**src/rtl/dma_page_ctl.sv**
```systemverilog
// DMA page register controller: decodes CPU page-port writes into a setup/strobe/hold
// sequence on a 74LS670-style register file and reads the page for the active DACK.
// Optional CPU readback is built only when DMA_PAGE_READBACK_EN is defined.
module dma_page_ctl #(
  parameter int STROBE_CYCLES = 1
) (
  input  logic       clk,
  input  logic       reset,
  input  logic       io_wr,
  input  logic       io_rd,
  input  logic [3:0] io_addr,
  input  logic [3:0] io_data,
  input  logic [3:0] dack,
  output logic [3:0] page_out,
  output logic       page_valid,
  output logic [3:0] rd_data,
  output logic       rd_valid,
  output logic       busy,
  output logic       wr_overrun,
  output logic [3:0] rf_d,
  output logic       rf_wa,
  output logic       rf_wb,
  output logic       rf_write,
  output logic       rf_ra,
  output logic       rf_rb,
  output logic       rf_read,
  input  logic [3:0] rf_q
);

  typedef enum logic [1:0] {IDLE, SETUP, STROBE, HOLD} wr_state_t;

  localparam logic [1:0] STROBE_LAST = 2'(STROBE_CYCLES - 1);

  // Returns {hit, channel}; the page ports are scattered across the low nibble.
  function automatic logic [2:0] map_port(input logic [3:0] addr);
    case (addr)
      4'd7:    map_port = 3'b100;
      4'd3:    map_port = 3'b101;
      4'd1:    map_port = 3'b110;
      4'd2:    map_port = 3'b111;
      default: map_port = 3'b000;
    endcase
  endfunction

  wr_state_t  state, state_nxt;
  logic [1:0] cur_ch, pend_ch, strobe_cnt;
  logic [3:0] cur_data, pend_data;
  logic       pend_valid;
  logic       load_new, load_pend, store_pend, clear_pend, drop;
  logic [2:0] wr_map;
  logic       wr_hit;

  assign wr_map = map_port(io_addr);
  assign wr_hit = io_wr & wr_map[2];

  always_comb begin
    state_nxt  = state;
    load_new   = 1'b0;
    load_pend  = 1'b0;
    store_pend = 1'b0;
    clear_pend = 1'b0;
    drop       = 1'b0;
    case (state)
      IDLE: begin
        if (wr_hit) begin
          state_nxt = SETUP;
          load_new  = 1'b1;
        end
      end
      SETUP, STROBE: begin
        if (state == SETUP || strobe_cnt == STROBE_LAST) begin
          state_nxt = (state == SETUP) ? STROBE : HOLD;
        end
        if (wr_hit) begin
          store_pend = ~pend_valid;
          drop       = pend_valid;
        end
      end
      HOLD: begin
        // Popping the slot frees it in the same edge, so a new write refills it.
        if (pend_valid) begin
          state_nxt  = SETUP;
          load_pend  = 1'b1;
          store_pend = wr_hit;
          clear_pend = ~wr_hit;
        end else if (wr_hit) begin
          state_nxt = SETUP;
          load_new  = 1'b1;
        end else begin
          state_nxt = IDLE;
        end
      end
      default: state_nxt = IDLE;
    endcase
  end

  always_ff @(posedge clk) begin
    if (reset) begin
      state      <= IDLE;
      cur_ch     <= 2'd0;
      cur_data   <= 4'd0;
      pend_valid <= 1'b0;
      pend_ch    <= 2'd0;
      pend_data  <= 4'd0;
      strobe_cnt <= 2'd0;
      wr_overrun <= 1'b0;
    end else begin
      state      <= state_nxt;
      strobe_cnt <= (state == STROBE) ? strobe_cnt + 2'd1 : 2'd0;
      if (load_new) begin
        cur_ch   <= wr_map[1:0];
        cur_data <= io_data;
      end else if (load_pend) begin
        cur_ch   <= pend_ch;
        cur_data <= pend_data;
      end
      if (store_pend) begin
        pend_valid <= 1'b1;
        pend_ch    <= wr_map[1:0];
        pend_data  <= io_data;
      end else if (clear_pend) begin
        pend_valid <= 1'b0;
      end
      if (drop) begin
        wr_overrun <= 1'b1;
      end
    end
  end

  assign busy     = (state != IDLE);
  assign rf_write = (state == STROBE);
  assign rf_d     = cur_data;
  assign rf_wa    = cur_ch[0];
  assign rf_wb    = cur_ch[1];

  // Lowest-numbered acknowledged channel owns the read port.
  logic [1:0] dack_sel;
  logic       dack_any;
  logic [1:0] rd_ch;

  assign dack_any = |dack;

  always_comb begin
    dack_sel = 2'd0;
    if (dack[0])      dack_sel = 2'd0;
    else if (dack[1]) dack_sel = 2'd1;
    else if (dack[2]) dack_sel = 2'd2;
    else if (dack[3]) dack_sel = 2'd3;
  end

  assign rf_ra = rd_ch[0];
  assign rf_rb = rd_ch[1];

`ifdef DMA_PAGE_READBACK_EN
  logic [2:0] rd_map;
  logic       cpu_pend, cpu_inflight, cpu_zero, rd_is_dma;
  logic [1:0] cpu_ch;

  assign rd_map = map_port(io_addr);

  always_ff @(posedge clk) begin
    if (reset) begin
      rd_ch        <= 2'd0;
      rf_read      <= 1'b0;
      rd_is_dma    <= 1'b0;
      page_out     <= 4'd0;
      page_valid   <= 1'b0;
      cpu_pend     <= 1'b0;
      cpu_inflight <= 1'b0;
      cpu_zero     <= 1'b0;
      cpu_ch       <= 2'd0;
      rd_data      <= 4'd0;
      rd_valid     <= 1'b0;
    end else begin
      rd_valid <= 1'b0;
      if (dack_any) begin
        rf_read   <= 1'b1;
        rd_ch     <= dack_sel;
        rd_is_dma <= 1'b1;
      end else if (cpu_pend) begin
        rf_read      <= 1'b1;
        rd_ch        <= cpu_ch;
        rd_is_dma    <= 1'b0;
        cpu_pend     <= 1'b0;
        cpu_inflight <= 1'b1;
      end else begin
        rf_read <= 1'b0;
      end
      if (io_rd && !cpu_pend && !cpu_inflight) begin
        cpu_pend <= 1'b1;
        cpu_ch   <= rd_map[1:0];
        cpu_zero <= ~rd_map[2];
      end
      if (cpu_inflight) begin
        cpu_inflight <= 1'b0;
        rd_valid     <= 1'b1;
        rd_data      <= cpu_zero ? 4'd0 : rf_q;
      end
      if (rf_read && rd_is_dma && dack_any && dack_sel == rd_ch) begin
        page_valid <= 1'b1;
        page_out   <= rf_q;
      end else begin
        page_valid <= 1'b0;
      end
    end
  end
`else
  logic unused_io_rd;
  assign unused_io_rd = io_rd;
  assign rd_data      = 4'd0;
  assign rd_valid     = 1'b0;

  always_ff @(posedge clk) begin
    if (reset) begin
      rd_ch      <= 2'd0;
      rf_read    <= 1'b0;
      page_out   <= 4'd0;
      page_valid <= 1'b0;
    end else begin
      rf_read <= dack_any;
      if (dack_any) begin
        rd_ch <= dack_sel;
      end
      if (rf_read && dack_any && dack_sel == rd_ch) begin
        page_valid <= 1'b1;
        page_out   <= rf_q;
      end else begin
        page_valid <= 1'b0;
      end
    end
  end
`endif

endmodule

```
**config.mk**
```make
export PLATFORM = sky130hd
export DESIGN_NAME = dma_page_ctl
export DESIGN_NICKNAME = d
export VERILOG_FILES = /design/src/rtl/dma_page_ctl.sv
export SDC_FILE = /design/constraint.sdc
export NUM_CORES = 1
export LEC_CHECK = 0
export BUFFER_PORTS_ARGS = -buffer_cell sky130_fd_sc_hd__buf_2
export CORE_MARGIN = 2
export CORE_UTILIZATION = 50
export DETAILED_ROUTE_END_ITERATION = 6
export GPL_ROUTABILITY_DRIVEN = 0
export MAX_ROUTING_LAYER = met4
export PLACE_DENSITY = 0.78
export SYNTH_ARGS = -nofsm -noshare
export SYNTH_HDL_FRONTEND = slang
export SYNTH_SLANG_ARGS = --single-unit
```
**constraint.sdc**
```tcl
create_clock -name clk -period 2.1 [get_ports clk]
set_input_delay 0.21 -clock clk [delete_from_list [all_inputs] [get_ports clk]]
set_output_delay 0.21 -clock clk [all_outputs]
set_load 0.03 [all_outputs]
```
==> results.sh <==
export IMPL_outcome="finished, final reports clean"
export IMPL_yosys_area_share_simple=0.2579
export IMPL_r2r_slack_ns=0.27
export IMPL_wirelength_met1_um=1147
export IMPL_synth_compound_area_frac=0.1126
export IMPL_met2_length_um=1479
export IMPL_fmax_mhz=545.5
export IMPL_grt_max_degree=37
export IMPL_postCtsSetupBuffers=0
export IMPL_drt_iter0_markers=34
export IMPL_first_pass_iters=4
export IMPL_p_total_uw=1338
export IMPL_drv_slew=0
export IMPL_grt_setup_unrepaired="no"
export IMPL_core_area_um2=2686
export IMPL_worstReg2RegEnd="cur_ch[1]"
export IMPL_crit_type="reg -> reg"
export IMPL_hold_violations=0
export IMPL_ys_flop_type="dfxtp_1"
export IMPL_antenna_found_initial=0
export IMPL_holdBufCountCts=0
export IMPL_synthTopCellsByArea="dfxtp_1 38%, mux2i_1 10%, nand2b_1 9.1%, ha_1 4.5%, a21o_1 2.7%"
export IMPL_ios=42
export IMPL_crit_path_start_kind="register"
export IMPL_final_setup_skew_ns=0.01270
export IMPL_synthArstFlopShare=0
export IMPL_ys_top_cells_by_count="26 x dfxtp_1, 20 x nand2b_1, 14 x mux2i_1"
export IMPL_wl_met3_um=126
export IMPL_avgSynthCellArea_um2=9.004
export IMPL_die_w_um=56.49
export IMPL_arrival_ns=2.06
export IMPL_critPathLaunch="state[0]"
export IMPL_n_antenna_cell=0
export IMPL_overflow=0
export IMPL_path_delay_family="simple AND/OR/NAND/NOR gates"
export IMPL_yosys_warnings=0
export IMPL_area_growth_pct=16.08
export IMPL_static_leakage_power_uw=0.0007197
export IMPL_grt_pass1_wl_um=4961
export IMPL_worst_pin_slew_ns=0.5094
export IMPL_die_area_um2=3191
export IMPL_worstHoldStart="dack[1]"
export IMPL_highest_layer="met4"
export IMPL_ys_seq_elements=26
export IMPL_end_kind="register"
export IMPL_slew_headroom=0.6604
export IMPL_grt_pass1_vias=1224
export IMPL_synth_top_area_cell="dfxtp_1"
export IMPL_htree_num_levels=1
export IMPL_cts_tree="done"
export IMPL_synth_top_area_frac=0.3778
export IMPL_viasPerCell=5.403
export IMPL_critPathMaxFanout=5
export IMPL_grt_usage=0.1997
export IMPL_cp_slowest_cell="or3_1"
export IMPL_syn_area_um2=1378
export IMPL_nNetsFinal=211
export IMPL_setup_viol=0
export IMPL_drtAntennaViolNets=0
export IMPL_dpl_hpwl_um=2128
export IMPL_synth_fa_ha_area_frac=0.04541
export IMPL_fillCellCount=245
export IMPL_pre_cts_ws_ns=0.3015
export IMPL_maxCapViolCount=0
export IMPL_period_share=0.8729
export IMPL_synth_top_family_by_area="simple AND/OR/NAND/NOR gates"
export IMPL_cp_cell_sequence="inv_1 > ha_1 > or3_1 > mux2_4"
export IMPL_drive_gt1_frac=0.2649
export IMPL_fin_ws_ns=0.2668
export IMPL_ctsLongestPathBuffers=2
export IMPL_min_to="rd_ch[1]"
export IMPL_r2r_start="state[0]"
export IMPL_cts_buffers=3
export IMPL_cts_sinks=26
export IMPL_setup_tns_final_ns=0
export IMPL_syn_inst=153
export IMPL_path_clk_slew_ns=0.14
export IMPL_worst_path_largest_cell_delay_ns=0.52
export IMPL_yosysSeqAreaShare=0.3778
export IMPL_clockRootBuffer="clkbuf_4"
export IMPL_synthDistinctLibCells=37
export IMPL_dp_cells=212
export IMPL_reg2reg_depth=4
export IMPL_vias=1167
export IMPL_port_buffers=35
export IMPL_pwr_density_cell_nw_per_um2=837.0
export IMPL_synth_edf_count=0
export IMPL_final_cells=216
export IMPL_die_y_um=56.49
export IMPL_rows=19
export IMPL_initial_core_util=0.5128
export IMPL_yosys_cell_count_top_type="dfxtp_1"
export IMPL_crit_buf_inv=1
export IMPL_yosys_mux_area_fraction=0.1208
export IMPL_worstSkewPairLatency_ns=0.33
export IMPL_critical_path_required_ns=2.33
export IMPL_synth_xor_area_frac=0.006358
export IMPL_drt_wl_total_um=2806
export IMPL_ir_drop_mv=0.7046
export IMPL_hold_path_class="in -> reg"
export IMPL_avgRoutedWirePerCell_um=12.99
export IMPL_cp_depth=4
export IMPL_drc_errors=0
export IMPL_period_needed_ns=1.833
export IMPL_cts_resized_gates=0
export IMPL_min_path_cells=2
-- flip-flops by register name, summed over array words and instances, names as in the netlist --
signal / cells
rd_ch: 2
pend_ch: 2
pend_valid: 1
strobe_cnt: 2
rf_read: 1
state: 2
page_valid: 1
wr_overrun: 1
cur_ch: 2
page_out: 4
rf_d: 4
pend_data: 4
-- metrics by stage --
| stage | instance area (um2) | utilization | hold WS [ns] |
|---|---|---|---|
| floorplan | 1393 | - | 0.2881 |
| global route | 1599 | 0.5952 | 0.09658 |
| global placement | 1546 | 0.5757 | 0.4070 |
| finish | 1599 | 0.5952 | 0.08358 |
| detailed placement | 1546 | 0.5757 | 0.4124 |
| CTS | 1599 | 0.5952 | 0.07781 |
-- logic make-up (layout without fill, tap and decap cells) --
group | count (synthesis) | after routing
and+or+nand+nor | 62 | 62
DFF | 26 | 26
AOI/OAI and AO/OA | 21 | 21
buffers and inverters | 21 | 49
muxes | 16 | 16
adders and majority gates | 5 | 5
other | 1 | 5
xor gates and xnor gates | 1 | 1
-- cells in the final DEF, fill, tap and decap left out, types with 2 or more instances in the layout --
master	synthesis	routed
and3b_1	2	2
buf_2	0	35
conb_1	1	5
buf_4	5	2
o31ai_1	2	2
inv_1	8	8
nand2b_1	20	20
nor4_1	2	2
nand3_1	6	6
mux2i_1	14	14
a21o_1	5	5
nor2_1	8	8
nor3_1	6	6
a21oi_1	5	5
ha_1	5	5
dfxtp_1	26	26
clkbuf_4	0	3
a2111oi_0	2	2
nand2_1	8	8
nor2b_1	3	3
-- how the worst max path moves through the flow --
stage / endpoint / slack [ns]
floorplan: cur_ch[1] / 0.38
global placement: cur_ch[1] / 0.32
detailed placement: cur_ch[1] / 0.30
CTS: state[0] / 0.28
global route: state[0] / 0.09
finish: cur_ch[1] / 0.27
-- area by class of cell --
cell class | instances | area [um2] | share of cell area
multi-input cells | 110 | 767.0 | 0.4797
flip-flops and latches | 26 | 520.5 | 0.3255
repair buffers | 37 | 190.2 | 0.1189
well taps | 31 | 38.79 | 0.02426
clock inverters | 1 | 30.03 | 0.01878
inverters | 8 | 30.03 | 0.01878
clock buffers | 3 | 22.52 | 0.01408
-- per-layer routing --
| layer | up-vias | global-route usage |
|---|---|---|
| met4 | 0 | 0.08163 |
| li1 | 575 | - |
| met2 | 32 | 0.3638 |
| met5 | - | - |
| met1 | 553 | 0.2063 |
| met3 | 7 | 0.04147 |
-- report_power, final --
part           total (uW)  internal [uW]  leakage [uW]  switching, uW
combinational         431            154      0.000480            277
sequential            564            533      0.000211           30.9
clock                 343            193     0.0000279            150
total                1340            881      0.000720            458
Power figures use the tool's default switching activity.
